File: config.mk
export PLATFORM = sky130hd
export DESIGN_NAME = sort_block_locator_flat
export DESIGN_NICKNAME = d
export VERILOG_FILES = /design/src/rtl/sort_locate_pkg.sv /design/src/rtl/sort_block_locator_if.sv /design/src/rtl/sort_block_rank.sv /design/src/rtl/sort_block_locator.sv /design/src/flat_wrapper.sv
export SDC_FILE = /design/constraint.sdc
export NUM_CORES = 1
export LEC_CHECK = 0
export CAP_MARGIN = 20
export CORE_MARGIN = 2
export CORE_UTILIZATION = 45
export DETAILED_ROUTE_END_ITERATION = 10
export PLACE_DENSITY = 0.76
export SYNTH_ARGS = -nofsm -noshare
export SYNTH_HDL_FRONTEND = slang
export SYNTH_SLANG_ARGS = --single-unit
File: constraint.sdc
create_clock -name clk -period 20.2 [get_ports clk]
set_input_delay 4.04 -clock clk [delete_from_list [all_inputs] [get_ports clk]]
set_output_delay 4.04 -clock clk [all_outputs]
set_load 0.02 [all_outputs]
File: src/rtl/sort_locate_pkg.sv
// Shared types and width helpers for the block-partitioned insertion-index locator.
// Compare direction is selected by LOCATE_DESC_EN; see sort_block_rank.
package sort_locate_pkg;

  typedef enum logic [1:0] {
    FLAG_INIT   = 2'b00,
    FLAG_LESS   = 2'b01,
    FLAG_FIT    = 2'b10,
    FLAG_LARGER = 2'b11
  } flag_t;

  typedef enum logic [1:0] {
    ST_IDLE,
    ST_SCAN,
    ST_DONE
  } state_t;

  // A single-block array still needs a one-bit select.
  function automatic int unsigned sel_width(input int unsigned nblock);
    return (nblock > 1) ? $clog2(nblock) : 1;
  endfunction

  function automatic int unsigned idx_width(input int unsigned nblock,
                                            input int unsigned blk_len);
    return $clog2(nblock * blk_len + 1);
  endfunction

  function automatic int unsigned rank_width(input int unsigned blk_len);
    return $clog2(blk_len + 1);
  endfunction

endpackage

File: src/rtl/sort_block_locator_if.sv
// Key in / block read / result out bundle of the insertion-index locator.
// The locator itself uses the slave modport; the key source, array and sink use master.
interface sort_block_locator_if #(
  parameter int unsigned WIDTH   = 16,
  parameter int unsigned BLK_LEN = 10,
  parameter int unsigned NBLOCK  = 10,
  parameter int unsigned ID_W    = 4
);
  import sort_locate_pkg::*;

  localparam int unsigned IDX_W = idx_width(NBLOCK, BLK_LEN);
  localparam int unsigned SEL_W = sel_width(NBLOCK);

  logic                     in_valid;
  logic                     in_ready;
  logic [WIDTH-1:0]         in_key;
  logic [ID_W-1:0]          in_id;

  logic [SEL_W-1:0]         blk_sel;
  logic [WIDTH*BLK_LEN-1:0] blk_data;

  logic                     out_valid;
  logic                     out_ready;
  logic [IDX_W-1:0]         out_index;
  logic [WIDTH-1:0]         out_key;
  logic [ID_W-1:0]          out_id;
  flag_t                    out_flag;

  modport slave (
    input  in_valid, in_key, in_id, blk_data, out_ready,
    output in_ready, blk_sel, out_valid, out_index, out_key, out_id, out_flag
  );

  modport master (
    output in_valid, in_key, in_id, blk_data, out_ready,
    input  in_ready, blk_sel, out_valid, out_index, out_key, out_id, out_flag
  );

endinterface

File: src/rtl/sort_block_rank.sv
// Combinational rank of a key within one block: how many elements lie before it.
// Ascending by default; LOCATE_DESC_EN makes it count elements strictly greater than key.
module sort_block_rank #(
  parameter  int unsigned WIDTH   = 16,
  parameter  int unsigned BLK_LEN = 10,
  localparam int unsigned RANK_W  = $clog2(BLK_LEN + 1)
) (
  input  logic [WIDTH-1:0]         key,
  input  logic [WIDTH*BLK_LEN-1:0] blk_data,
  output logic [RANK_W-1:0]        rank
);

  always_comb begin
    rank = '0;
    for (int unsigned i = 0; i < BLK_LEN; i++) begin
`ifdef LOCATE_DESC_EN
      if (blk_data[i*WIDTH +: WIDTH] > key) rank = rank + RANK_W'(1);
`else
      if (blk_data[i*WIDTH +: WIDTH] < key) rank = rank + RANK_W'(1);
`endif
    end
  end

endmodule

File: src/rtl/sort_block_locator.sv
// Sequential insertion-index locator: walks a block-partitioned sorted array one block per clock.
// Array order follows LOCATE_DESC_EN (descending when defined, ascending otherwise).
module sort_block_locator
  import sort_locate_pkg::*;
#(
  parameter int unsigned WIDTH   = 16,
  parameter int unsigned BLK_LEN = 10,
  parameter int unsigned NBLOCK  = 10,
  parameter int unsigned ID_W    = 4
) (
  input logic                 clk,
  input logic                 rst,
  sort_block_locator_if.slave bus
);

  localparam int unsigned IDX_W  = idx_width(NBLOCK, BLK_LEN);
  localparam int unsigned SEL_W  = sel_width(NBLOCK);
  localparam int unsigned RANK_W = rank_width(BLK_LEN);

  localparam logic [RANK_W-1:0] FULL_RANK  = RANK_W'(BLK_LEN);
  localparam logic [SEL_W-1:0]  LAST_BLK   = SEL_W'(NBLOCK - 1);
  localparam logic [IDX_W-1:0]  FULL_INDEX = IDX_W'(NBLOCK * BLK_LEN);

  if (BLK_LEN < 2) begin : g_bad_blk_len
    $error("sort_block_locator: BLK_LEN must be at least 2");
  end
  if (NBLOCK < 1) begin : g_bad_nblock
    $error("sort_block_locator: NBLOCK must be at least 1");
  end

  state_t            state_q, state_d;
  logic [WIDTH-1:0]  key_q, key_d;
  logic [ID_W-1:0]   id_q, id_d;
  logic [SEL_W-1:0]  blk_q, blk_d;
  logic [IDX_W-1:0]  index_q, index_d;
  flag_t             flag_q, flag_d;
  logic              valid_q, valid_d;

  logic [RANK_W-1:0] rank;
  logic [IDX_W-1:0]  fit_index;

  sort_block_rank #(
    .WIDTH  (WIDTH),
    .BLK_LEN(BLK_LEN)
  ) u_rank (
    .key     (key_q),
    .blk_data(bus.blk_data),
    .rank    (rank)
  );

  assign fit_index = IDX_W'(blk_q) * IDX_W'(BLK_LEN) + IDX_W'(rank);

  always_comb begin
    state_d = state_q;
    key_d   = key_q;
    id_d    = id_q;
    blk_d   = blk_q;
    index_d = index_q;
    flag_d  = flag_q;
    valid_d = valid_q;

    unique case (state_q)
      ST_IDLE: begin
        if (bus.in_valid) begin
          key_d   = bus.in_key;
          id_d    = bus.in_id;
          blk_d   = '0;
          flag_d  = FLAG_INIT;
          state_d = ST_SCAN;
        end
      end

      ST_SCAN: begin
        if (rank == '0 && blk_q == '0) begin
          flag_d  = FLAG_LESS;
          index_d = '0;
          valid_d = 1'b1;
          state_d = ST_DONE;
        end else if (rank < FULL_RANK) begin
          // Also covers rank 0 in a later block: key sits right after the previous block.
          flag_d  = FLAG_FIT;
          index_d = fit_index;
          valid_d = 1'b1;
          state_d = ST_DONE;
        end else if (blk_q == LAST_BLK) begin
          flag_d  = FLAG_LARGER;
          index_d = FULL_INDEX;
          valid_d = 1'b1;
          state_d = ST_DONE;
        end else begin
          flag_d = FLAG_LARGER;
          blk_d  = blk_q + SEL_W'(1);
        end
      end

      ST_DONE: begin
        if (bus.out_ready) begin
          valid_d = 1'b0;
          state_d = ST_IDLE;
        end
      end

      default: state_d = ST_IDLE;
    endcase
  end

  always_ff @(posedge clk or posedge rst) begin
    if (rst) begin
      state_q <= ST_IDLE;
      key_q   <= '0;
      id_q    <= '0;
      blk_q   <= '0;
      index_q <= '0;
      flag_q  <= FLAG_INIT;
      valid_q <= 1'b0;
    end else begin
      state_q <= state_d;
      key_q   <= key_d;
      id_q    <= id_d;
      blk_q   <= blk_d;
      index_q <= index_d;
      flag_q  <= flag_d;
      valid_q <= valid_d;
    end
  end

  assign bus.in_ready  = (state_q == ST_IDLE);
  assign bus.blk_sel   = blk_q;
  assign bus.out_valid = valid_q;
  assign bus.out_index = index_q;
  assign bus.out_key   = key_q;
  assign bus.out_id    = id_q;
  assign bus.out_flag  = flag_q;

  // A stalled result must not move until the sink takes it.
  hold_while_stalled : assert property (
    @(posedge clk) disable iff (rst)
    (bus.out_valid && !bus.out_ready) |=>
      (bus.out_valid && $stable(bus.out_index) && $stable(bus.out_key) &&
       $stable(bus.out_id) && $stable(bus.out_flag))
  );

endmodule
File: src/flat_wrapper.sv
// flat-port wrapper written by rule: the top's interface ports become plain ports
module sort_block_locator_flat import sort_locate_pkg::*;
#(
  parameter int unsigned WIDTH   = 16,
  parameter int unsigned BLK_LEN = 10,
  parameter int unsigned NBLOCK  = 10,
  parameter int unsigned ID_W    = 4
)
  (clk, rst, bus_in_valid, bus_in_key, bus_in_id, bus_blk_data, bus_out_ready, bus_in_ready, bus_blk_sel, bus_out_valid, bus_out_index, bus_out_key, bus_out_id, bus_out_flag);
  sort_block_locator_if #(.WIDTH(WIDTH), .BLK_LEN(BLK_LEN), .NBLOCK(NBLOCK), .ID_W(ID_W)) bus_i ();
  input logic clk;
  input logic rst;
  input wire logic [$bits(bus_i.in_valid)-1:0] bus_in_valid;
  input wire logic [$bits(bus_i.in_key)-1:0] bus_in_key;
  input wire logic [$bits(bus_i.in_id)-1:0] bus_in_id;
  input wire logic [$bits(bus_i.blk_data)-1:0] bus_blk_data;
  input wire logic [$bits(bus_i.out_ready)-1:0] bus_out_ready;
  output wire logic [$bits(bus_i.in_ready)-1:0] bus_in_ready;
  output wire logic [$bits(bus_i.blk_sel)-1:0] bus_blk_sel;
  output wire logic [$bits(bus_i.out_valid)-1:0] bus_out_valid;
  output wire logic [$bits(bus_i.out_index)-1:0] bus_out_index;
  output wire logic [$bits(bus_i.out_key)-1:0] bus_out_key;
  output wire logic [$bits(bus_i.out_id)-1:0] bus_out_id;
  output wire logic [$bits(bus_i.out_flag)-1:0] bus_out_flag;
  assign bus_i.in_valid = bus_in_valid;
  assign bus_i.in_key = bus_in_key;
  assign bus_i.in_id = bus_in_id;
  assign bus_i.blk_data = bus_blk_data;
  assign bus_i.out_ready = bus_out_ready;
  assign bus_in_ready = bus_i.in_ready;
  assign bus_blk_sel = bus_i.blk_sel;
  assign bus_out_valid = bus_i.out_valid;
  assign bus_out_index = bus_i.out_index;
  assign bus_out_key = bus_i.out_key;
  assign bus_out_id = bus_i.out_id;
  assign bus_out_flag = bus_i.out_flag;
  sort_block_locator #(.WIDTH(WIDTH), .BLK_LEN(BLK_LEN), .NBLOCK(NBLOCK), .ID_W(ID_W)) u_core (.clk(clk), .rst(rst), .bus(bus_i));
endmodule
# Word-level counts from Yosys, hierarchy flattened
# Index checks and enable logic that the tools add are counted.
classes:
  mul: 1
  order_cmp: 11
  n_addsub: 11
  n_reduce_logical: 13
  n_mux: 33
  eq_ne: 9
op_table:
  columns: ["cell", "count"]
  rows:
  - ["< comparator 16 bit", 10]
  - ["two-way mux 4 bit", 13]
  - ["adder 4 x 1 -> 4 bit (second input constant)", 10]
  - ["two-way mux 7 bit", 3]
  - ["two-way mux 2 bit", 7]
  - ["!= test 2 bit (second input constant)", 5]
  - ["logical NOT 4 bit", 2]
  - ["case mux 4 bit (2 select lines)", 1]
  - ["adder 7 x 4 -> 7 bit", 1]
  - ["multiplier 4 x 3 -> 6 bit (second input constant)", 1]
  - ["two-way mux 1 bit", 6]
  - ["case mux 2 bit (3 select lines)", 1]
  - ["AND reduction 2 bit", 3]
  - ["AND reduction 3 bit", 2]
  - ["AND reduction 5 bit", 1]
  - ["equality test 4 bit (second input constant)", 1]
  - ["< comparator 4 bit (second input constant)", 1]
  - ["!= test 4 x 1 -> 1 bit (second input constant)", 1]
  - ["case mux 2 bit (2 select lines)", 1]
  - ["nonzero test 2 bit", 2]
  - ["nonzero test 3 bit", 1]
  - ["equality test 2 x 1 -> 1 bit (second input constant)", 1]
  - ["equality test 2 bit (second input constant)", 1]
  - ["logical NOT 2 bit", 1]
  - ["2 further kinds", 2]
word_totals:
  word_cells: 85
  input_bits: 184
  output_inout_bits: 35
  register_bits: 36

# Longest topological paths before layout
# Gate-level depths: netlist (run 1).
logic_depth:
  depth_word: 24
  mapped_depth: 47
  ltp_nobuf: 47

# Hierarchy
# A second synthesis (run 1) with hierarchy kept.
hier_totals:
  hier_cells: 660
  hier_area_um2: 6092.1
modules_own_cells:
  columns: ["mod", "area_per_inst_um2", "instances", "cells_each", "seq_area_each_um2"]
  rows:
  - ["sort_block_rank", 4191.5, 1, 498, 0.0]
  - ["sort_block_locator", 1900.6, 1, 162, 900.9]

# Worst setup path after synthesis (run 1)
# No wires, ideal clock.
synth_path:
  kind: "input to register"
  start: "in bus_blk_data[1]"
  end: "reg u_core.index_q[6], in the netlist u_core.bus.out_index[6]"
  slack_ns: 8.726
  setup_time_ns: 0.129
  cell_stages: 44
  t_arrival_ns: 11.345
  t_required_ns: 20.071
  path_buffers: 0
  path_cell_list: "ha_1 -> a21o_1 -> a21o_1 -> a21o_1 -> a21o_1 -> a21o_1 -> a21o_1 -> a21o_1 -> a21o_1 -> a21oi_1 -> nor2b_1 -> o21ai_0 -> a21oi_1 -> a211oi_1 -> ha_1 -> xor2_1 -> inv_1 -> ha_1 -> [... 8 more ...] -> o21ai_0 -> nand2_1 -> xnor2_1 -> o21ai_0 -> ha_1 -> and2_0 -> or4b_1 -> o31ai_1 -> nor3_1 -> xnor2_1 -> ha_1 -> a21o_1 -> a21oi_1 -> nor2_1 -> xnor2_1 -> and2_1 -> o22ai_1 -> mux2i_1"
synth_via:
  elab_chain_len: 24
  elab_cells_between_ends: 28
  classes_between: "add/sub (10); order compare (2); mux (12); reduce/logical (4)"
synth_lines:
  columns: ["item", "line", "source"]
  rows:
  - ["from (decl)", "flat_wrapper.sv:16", "input wire logic [$bits(bus_i.blk_data)-1:0] bus_blk_data;"]
  - ["< comparator 16 bit *", "sort_block_rank.sv:19", "if (blk_data[i*WIDTH +: WIDTH] < key) rank = rank + RANK_W'(1);"]
  - ["two-way mux 1 bit *", "sort_block_rank.sv:19", null]
  - ["adder 4 x 1 -> 4 bit", "sort_block_rank.sv:19", null]
  - ["two-way mux 4 bit *", "sort_block_rank.sv:19", null]
  - ["adder 4 x 1 -> 4 bit", "sort_block_rank.sv:19", null]
  - ["two-way mux 4 bit *", "sort_block_rank.sv:19", null]
  - ["adder 4 x 1 -> 4 bit", "sort_block_rank.sv:19", null]
  - ["two-way mux 4 bit *", "sort_block_rank.sv:19", null]
  - ["[... 5 more ...]", null, null]
  - ["two-way mux 4 bit *", "sort_block_rank.sv:19", null]
  - ["adder 4 x 1 -> 4 bit", "sort_block_rank.sv:19", null]
  - ["two-way mux 4 bit *", "sort_block_rank.sv:19", null]
  - ["adder 4 x 1 -> 4 bit", "sort_block_rank.sv:19", null]
  - ["two-way mux 4 bit *", "sort_block_rank.sv:19", null]
  - ["adder 4 x 1 -> 4 bit", "sort_block_rank.sv:19", null]
  - ["two-way mux 4 bit *", "sort_block_rank.sv:19", null]
  - ["parallel branches: the longest is 4 deep, another holds adder 7 x 4 -> 7 bit", null, null]
  - ["to (signal assigned)", "sort_block_locator.sv:121", "index_q <= index_d;"]
  - ["to (decl)", "sort_block_locator.sv:35", "logic [IDX_W-1:0] index_q, index_d;"]
# Mark *: on every way between the ends.
# A chain may end at the register's enable or synchronous reset.

# Worst setup path in the final report (run 1)
# Ends and elaborated chain as after synthesis.

==> results of run 1 <==
registers in the layout, summed over array words and instances (netlist names):
signal,cells
u_core.bus.out_id,4
u_core.state_q,2
u_core.bus.out_flag,2
u_core.bus.out_key,16
u_core.bus.out_index,7
u_core.bus.out_valid,1
u_core.bus.blk_sel,4
final cells by class:
| cell class | instances | area share [%] |
|---|---|---|
| multi-input cells | 584 | 57.65 |
| clock buffers | 5 | 1.444 |
| flip-flops and latches | 36 | 10.40 |
| well taps | 176 | 2.542 |
| clock inverters | 3 | 1.040 |
| repair buffers | 220 | 25.36 |
| inverters | 36 | 1.560 |
path summary, 6_finish.rpt:
check                                       start                      end  slack, ns
setup / recovery                  bus_blk_data[1]  u_core.bus.out_index[6]       7.59
hold / removal             u_core.bus.out_flag[0]   u_core.bus.out_flag[0]       0.49
setup reg to reg            u_core.bus.out_key[1]  u_core.bus.out_index[6]      10.98
hold reg to reg            u_core.bus.out_flag[0]   u_core.bus.out_flag[0]       0.49
max in group asynchronous                     rst  u_core.bus.out_index[0]      15.69
min in group asynchronous                     rst     u_core.bus.out_id[1]       4.16
placed cells by master (no fill, tap or decap), types with 4 or more instances in the layout:
| cell type | synthesis | layout |
|---|---|---|
| clkdlybuf4s50_1 | 0 | 218 |
| ha_1 | 171 | 171 |
| a21oi_1 | 51 | 51 |
| nand2_1 | 42 | 42 |
| a21o_1 | 41 | 41 |
| inv_1 | 36 | 36 |
| dfrtp_1 | 36 | 36 |
| o21ai_0 | 28 | 28 |
| nor2_1 | 25 | 25 |
| mux2_2 | 21 | 21 |
| xnor2_1 | 19 | 19 |
| nand2b_1 | 15 | 15 |
| nand4_1 | 14 | 14 |
| nand3_1 | 14 | 14 |
| nor2b_1 | 9 | 9 |
| a211oi_1 | 9 | 9 |
| nor3_1 | 7 | 7 |
| o21a_1 | 7 | 7 |
| xor2_1 | 7 | 7 |
| and3_1 | 6 | 6 |
| a2111oi_0 | 5 | 5 |
| or2_2 | 5 | 5 |
| o211ai_1 | 5 | 5 |
| clkbuf_16 | 0 | 5 |
| a31oi_1 | 4 | 4 |
| a211o_1 | 4 | 4 |
| xnor3_1 | 4 | 4 |
| o2111ai_1 | 4 | 4 |
| and2_1 | 4 | 4 |
worst max-delay path: cells and delay by family:
kind | cells | cell delay, ns
compound gates | 20 | 3.24
fa+ha+maj | 7 | 2.02
simple gates | 10 | 1.73
xor+xnor | 4 | 0.98
buf+inv | 3 | 0.66
mux | 1 | 0.15
Yosys cell counts (3+ instances only):
cell	n
ha_1	171
nor2b_1	9
nor2_1	25
a31oi_1	4
o21a_1	7
nand2_1	42
a2111oi_0	5
a21o_1	41
dfrtp_1	36
xnor2_1	19
a211oi_1	9
o211ai_1	5
and3_1	6
clkbuf_1	6
or2_2	5
nor3_1	7
a22o_1	3
nand2b_1	15
and2_1	4
inv_1	36
nand3_1	14
xor2_1	7
o2111ai_1	4
nor3b_1	3
and4_1	3
mux2_2	21
a21oi_1	51
o31ai_1	3
o32ai_1	3
mux2i_1	3
o21ai_0	28
a211o_1	4
nand4_1	14
xnor3_1	4
o32a_1	3
cells by family (layout without fill, tap and decap cells):
group | Yosys count | after routing | share of synthesized area, %
flops | 36 | 36 | 14.83
fa+ha+maj | 173 | 173 | 35.87
compound gates | 197 | 197 | 22.51
mux | 25 | 25 | 4.633
buf+inv | 45 | 264 | 2.986
simple gates | 158 | 158 | 13.55
xor+xnor | 31 | 31 | 5.622
layer usage:
| metal | vias up | GRT usage (%) | share of wire [%] |
|---|---|---|---|
| met1 | 2811 | 33.44 | 43 |
| met2 | 235 | 48.47 | 47 |
| li1 | 2976 | - | - |
| met3 | 32 | 5.047 | 7.1 |
| met5 | - | 0 | 0 |
| met4 | 0 | 10.37 | 3.1 |
through the flow:
stage	area [µm²]	setup WS [ns]	hold WS, ns	util, %
after detailed placement	8447	7.367	0.4811	64.04
after floorplan	6076	8.726	0.4972	-
after CTS	8662	7.613	0.4940	65.67
after global placement	8447	7.608	0.4773	64.04
final	8662	7.589	0.4918	65.67
after global routing	8662	7.002	0.5189	65.67
==> out/metrics.csv, run 1 <==
metric;value;unit
status;complete, no violations;
rsz0062_at_grt;no;
fin_setup_tns;0;ns
synthTopCellsByArea;ha_1 (35%), dfrtp_1 (15%), a21o_1 (5.1%);
drc;0;
num_vias;6054;
path_clk_slew;0.06;ns
cts_setup_buffers;0;
syn-cell-area;6076;µm²
start_util;46.06;%
grt_start_max_net_pins;37;
yosysTopAreaCellShare;35.21;%
seqCellArea;900.9;µm²
final.fill_count;1083;
grt_pass1_wl;31.61;mm
slew_viol_final;0;
ys_warn_count;0;
rr_worst_depth;45;
clk_path_buf_depth;2;
grt_usage;27.59;%
numClockSinks;36;
antenna_found_initial;0;
synth_top_area_cell;ha_1;
fmax;79.30;MHz
cts_max_level;2;
end_kind;flop;
dp_hpwl;16.60;mm
port_buffers;218;
synth_cell_type_count;71;
ys_seq_area_share;14.83;%
slew_headroom;42.33;%
placed_cells;1052;
whs_path_depth;1;
async_reset_ff_share;100.0;%
synth_fp_nets;1022;
synth-seq-cells;36;
crit_required;20.41;ns
grt_overflow;0;
cpMostUsedCell;a21o_1;
drt_iter0_markers;309;
synth_cells;665;
maxCapViolations;0;
final_net_count;1240;
multiInputGateArea;4994;µm²
cts_tree;yes;
fin_skew;0.007741;ns
synth_edf_count;0;
n_antenna_cell;0;
cts_resized;0;
grt_pass1_vias;6417;
finalCritPeriodShare;62.43;%
io_pins;219;
row_count;42;
die_x;120.2;µm
firstDrtPassIters;5;
routed_wl;19.98;mm
cp_slowest_cell;or4b_1;
cp_data_arrival_time;12.82;ns
hold_viol_final;0;
numCtsBuffers;5;
setup_viol;0;
synth_flop_cell;dfrtp_1;
viasPerCell;5.711;
worstSetupPathType;in2reg;
hp-class;reg2reg;
period_minus_slack;12.61;ns
dieArea;14450;µm²
ant_nets;0;
core_area;13190;µm²
areaGrowthSynthToFinish;42.57;%
place.gp.congestion;0.8943;
holdBufCountCts;0;
wire_per_inst;18.85;µm
avgSynthCellArea;9.137;µm²
cp_max_fo;7;
worst_pin_slew;0.8629;ns
critPathLaunchType;primary input;
final_cells;1060;
cts_root_buf;clkbuf_16;
cp_slowest_stage_delay;0.54;ns
die_height;120.2;µm
clock_latency;0.29;ns
layout-drive-gt1-share;5.204;%
Power of run 1 is not shown: default switching activity piles up to over one toggle a cycle in this logic, so the estimate is an artifact.
==> inputs of run 2 (changes only) <==
- CORE_UTILIZATION: 45 -> 42
- PLACE_DENSITY: 0.76 -> 0.75
- clock period: 20.2 -> 11.55 ns (I/O delays scaled with it)
==> run 2 against run 1 <==
Clock-buffer cell count up 3; die area up 6.9%; global-route usage fell by 3.8 points; critical path depth down 6; setup slack worse by 6.6 ns; utilization fell by 4.2 points; non-clock buffer count did not move; clock skew decreased by 0.0033 ns; via count is 3.9% lower; worst hold slack gained 0.0021 ns; flip-flop and latch count is the same.
==> out/metrics.csv, run 2 (synthesized netlist as in run 1, its figures left out) <==
metric;value;unit
timing.hold.ws;0.4938;ns
use_met3;3.737;%
wire_per_inst;17.21;µm
fin_setup_tns;0;ns
worstSetupPathType;in2reg;
hold_viol_final;0;
cp_max_fo;9;
cpMostUsedCell;a21o_1;
holdBufCountCts;0;
drt_iter0_markers;193;
status;complete, no violations;
n_antenna_cell;0;
grt_overflow;0;
grt_util_met1;31.51;%
grt_usage;23.82;%
numClockSinks;36;
finalCritPeriodShare;91.76;%
final_net_count;1240;
numCtsBuffers;5;
critPathLaunchType;primary input;
layout-drive-gt1-share;4.977;%
worst_pin_slew;0.8728;ns
place.gp.congestion;0.8494;
r2r-start;u_core.bus.out_key[1];
cts_root_buf;clkbuf_16;
port_buffers;218;
hp-class;reg2reg;
fmax;94.36;MHz
cts_setup_buffers;0;
slew_headroom;41.67;%
fin_skew;0.004444;ns
cp_data_arrival_time;10.77;ns
grt_start_max_net_pins;37;
rr_worst_depth;39;
slew_viol_final;0;
rsz0062_at_grt;no;
cts_resized;0;
die_height;124.3;µm
cp-startpoint;bus_blk_data[17];
start_util;43.43;%
grt_pass1_wl;30.16;mm
cts_tree;yes;
clock_latency;0.28;ns
cp_slowest_cell;or3_1;
die_x;124.3;µm
io_pins;219;
grt_pass1_vias;5987;
clk_path_buf_depth;2;
setup_viol;0;
largest_register_ff_count;16;
layout_common_cells;clkdlybuf4s50_1 (218), ha_1 (171), a21oi_1 (51), nand2_1 (42), a21o_1 (41);
viasPerCell;5.465;
min-delay-start;u_core.bus.out_flag[1];
end_kind;flop;
ant_nets;0;
path_clk_slew;0.06;ns
whs_path_depth;2;
crit_required;11.72;ns
row_count;43;
num_vias;5815;
cts_max_level;2;
core_area;13990;µm²
cp_slowest_stage_delay;0.58;ns
dieArea;15440;µm²
period_minus_slack;10.60;ns
grt_use_met2;40.41;%
firstDrtPassIters;4;
drc;0;
areaGrowthSynthToFinish;41.52;%
routed_wl;18.32;mm
grt_busiest_layer;met2;
maxCapViolations;0;
antenna_found_initial;0;
dp_hpwl;15.46;mm
layout_commonest_cell;clkdlybuf4s50_1;
-- run 2: cell types whose count changed in the layout (fill, tap and decap cells not counted) --
cell and change:
bufinv_16 -3, clkbuf_1 +2, clkbuf_8 +1
-- run 2: layout make-up --
class	count	area, µm²
clock buffers	8	146.4
well taps	180	225.2
fillers	1218	5390
multi-input cells	584	4994
flip-flops and latches	36	900.9
inverters	36	135.1
repair buffers	220	2197
-- run 2: path summary, 6_finish.rpt --
check | end | slack, ns
setup / recovery | u_core.bus.out_index[5] | 0.95
hold / removal | u_core.bus.out_flag[1] | 0.49
setup reg to reg | u_core.bus.out_index[5] | 2.57
hold reg to reg | u_core.bus.out_flag[1] | 0.49
max in group asynchronous | u_core.bus.out_flag[1] | 8.79
min in group asynchronous | u_core.bus.out_key[3] | 2.43
-- run 2: stage by stage --
| stage | setup WS (ns) | area (µm²) | instances | util, % |
|---|---|---|---|---|
| finish | 0.9522 | 8598 | 1064 | 61.47 |
| global route | 0.1425 | 8598 | 1064 | 61.47 |
| global placement | 0.8506 | 8452 | 1056 | 60.42 |
| CTS | 0.9334 | 8598 | 1064 | 61.47 |
| floorplan | 1.806 | 6076 | 665 | - |
| detailed placement | 0.6497 | 8452 | 1056 | 60.42 |
-- run 2: critical path: cells and delay by family --
kind / cells / cell delay [ns]
xor gates and xnor gates: 1 / 0.30
and+or+nand+nor: 8 / 1.72
AOI/OAI and AO/OA: 18 / 3.28
muxes: 2 / 0.46
adders and majority gates: 7 / 2.08
buffers and inverters: 3 / 0.62
-- run 2: metal layers --
metal	up-vias	wire length, µm
met5	-	0
met4	0	421
met3	28	917
met2	164	8419
met1	2655	8558
li1	2968	-
Power of run 2 is left out for the same reason.
==> inputs of run 3 (changes only) <==
- CAP_MARGIN: 20 -> not set
- GPL_ROUTABILITY_DRIVEN: not set -> 0
- PLACE_DENSITY: 0.75 -> 0.83
==> run 3 against run 2 <==
Via count rose by 2.4%; wire length rose by 1.9%; final cell count barely moved; sequential share of layout area is essentially flat; die area stayed put; critical path type unchanged; largest cell class unchanged; highest routed layer unchanged.
==> out/metrics.csv, run 3 (synthesized netlist as in run 1, its figures left out) <==
metric;value;unit
hp-class;reg2reg;
grt_pass1_wl;30.49;mm
rr_worst_depth;44;
cp_slowest_cell;clkdlybuf4s50_1;
maxCapViolations;0;
largest_register_ff_count;16;
hold_viol_final;0;
layout-drive-gt1-share;5.311;%
fmax;92.09;MHz
die_x;124.3;µm
crit_required;11.76;ns
wire_per_inst;17.52;µm
design_area;8627;µm²
critPathLaunchType;primary input;
die_height;124.3;µm
areaGrowthSynthToFinish;41.99;%
port_buffers;218;
final_net_count;1241;
worst_pin_slew;0.8491;ns
grt_usage;24.02;%
cp.depth;44;
io_pins;219;
viasPerCell;5.589;
n_antenna_cell;0;
numClockSinks;36;
grt_pass1_vias;6122;
finalCritPeriodShare;94.02;%
grt_overflow;0;
routed_wl;18.66;mm
dp_hpwl;15.56;mm
numCtsBuffers;5;
firstDrtPassIters;7;
cp_slowest_stage_delay;0.46;ns
grt_start_max_net_pins;37;
cts_resized;0;
row_count;43;
slew_headroom;43.25;%
fin_setup_tns;0;ns
path_clk_slew;0.06;ns
cts_max_level;2;
period_minus_slack;10.86;ns
drc;0;
cp_data_arrival_time;11.07;ns
start_util;43.43;%
crit_family;compound AO/OA/AOI/OAI gates;
rsz0062_at_grt;no;
place_area;8452;µm²
holdBufCountCts;0;
cpMostUsedCell;a21o_1;
cts_tree;yes;
clock_latency;0.28;ns
ant_nets;0;
layout_common_cells;clkdlybuf4s50_1 (218), ha_1 (171), a21oi_1 (51), nand2_1 (42), a21o_1 (41);
critPathBufInv;3;
slew_viol_final;0;
fin_skew;0.002938;ns
clk_path_buf_depth;2;
ff2ff_setup_slack;2.36;ns
antenna_found_initial;0;
layout_commonest_cell;clkdlybuf4s50_1;
whs_path_depth;2;
timing.hold.ws;0.4817;ns
core_area;13990;µm²
num_vias;5952;
cp_max_fo;7;
dieArea;15440;µm²
worstSetupPathType;in2reg;
cts_root_buf;clkbuf_16;
setup_viol;0;
final.fill_count;1180;
status;complete, no violations;
drt_iter0_markers;200;
end_kind;flop;
run 3: cell types whose count changed in the layout (fill, tap and decap cells not counted), sizes merged:
cell,before,now
bufinv,0,1
clkbuf,8,5
buf,2,3
clkinv,0,1
clkinvlp,0,1
run 3: area by class of cell:
type                    instances  area, µm²  area share [%]
flip-flops and latches         36      900.9           10.44
clock inverters                 3      42.54          0.4931
repair buffers                221       2205           25.55
clock buffers                   5      125.1           1.450
inverters                      36      135.1           1.566
well taps                     180      225.2           2.611
multi-input cells             584       4994           57.88
run 3: stage by stage:
| stage | worst slack [ns] | util [%] | instances |
|---|---|---|---|
| floorplan | 1.806 | - | 665 |
| global route | 0.02161 | 61.67 | 1065 |
| CTS | 0.7079 | 61.62 | 1064 |
| detailed placement | 0.5567 | 60.42 | 1056 |
| finish | 0.6909 | 61.67 | 1065 |
| global placement | 0.9062 | 60.42 | 1056 |
run 3: worst paths after layout:
kind / startpoint / to
min reg2reg: u_core.bus.out_flag[1] / u_core.bus.out_flag[1]
max reg2reg: u_core.bus.out_key[1] / u_core.bus.out_index[6]
min in group asynchronous: rst / u_core.bus.out_id[3]
max: bus_blk_data[1] / u_core.bus.out_index[6]
min: u_core.bus.out_flag[1] / u_core.bus.out_flag[1]
max in group asynchronous: rst / u_core.bus.out_index[6]
run 3: worst register-to-register path: cells and delay by family, from the launching register on:
| family | cells | cell delay, ns |
|---|---|---|
| flops | 1 | 0.38 |
| xor+xnor | 4 | 0.80 |
| mux | 1 | 0.15 |
| fa+ha+maj | 7 | 2.19 |
| compound gates | 19 | 3.48 |
| simple gates | 10 | 1.62 |
| buf+inv | 3 | 0.50 |
run 3: per-layer routing:
layer / GRT usage, % / wire (µm)
met1: 31.23 / 8276
met2: 39.18 / 8579
met3: 5.541 / 1267
met4: 8.262 / 535
met5: 0 / 0
run 3: timing repair:
action / CTS / global route
setup buffers: 0 / 1
endpoints found under the setup margin: 0 / 1
hold endpoints to repair: 0 / 0
Power of run 3 is left out for the same reason.
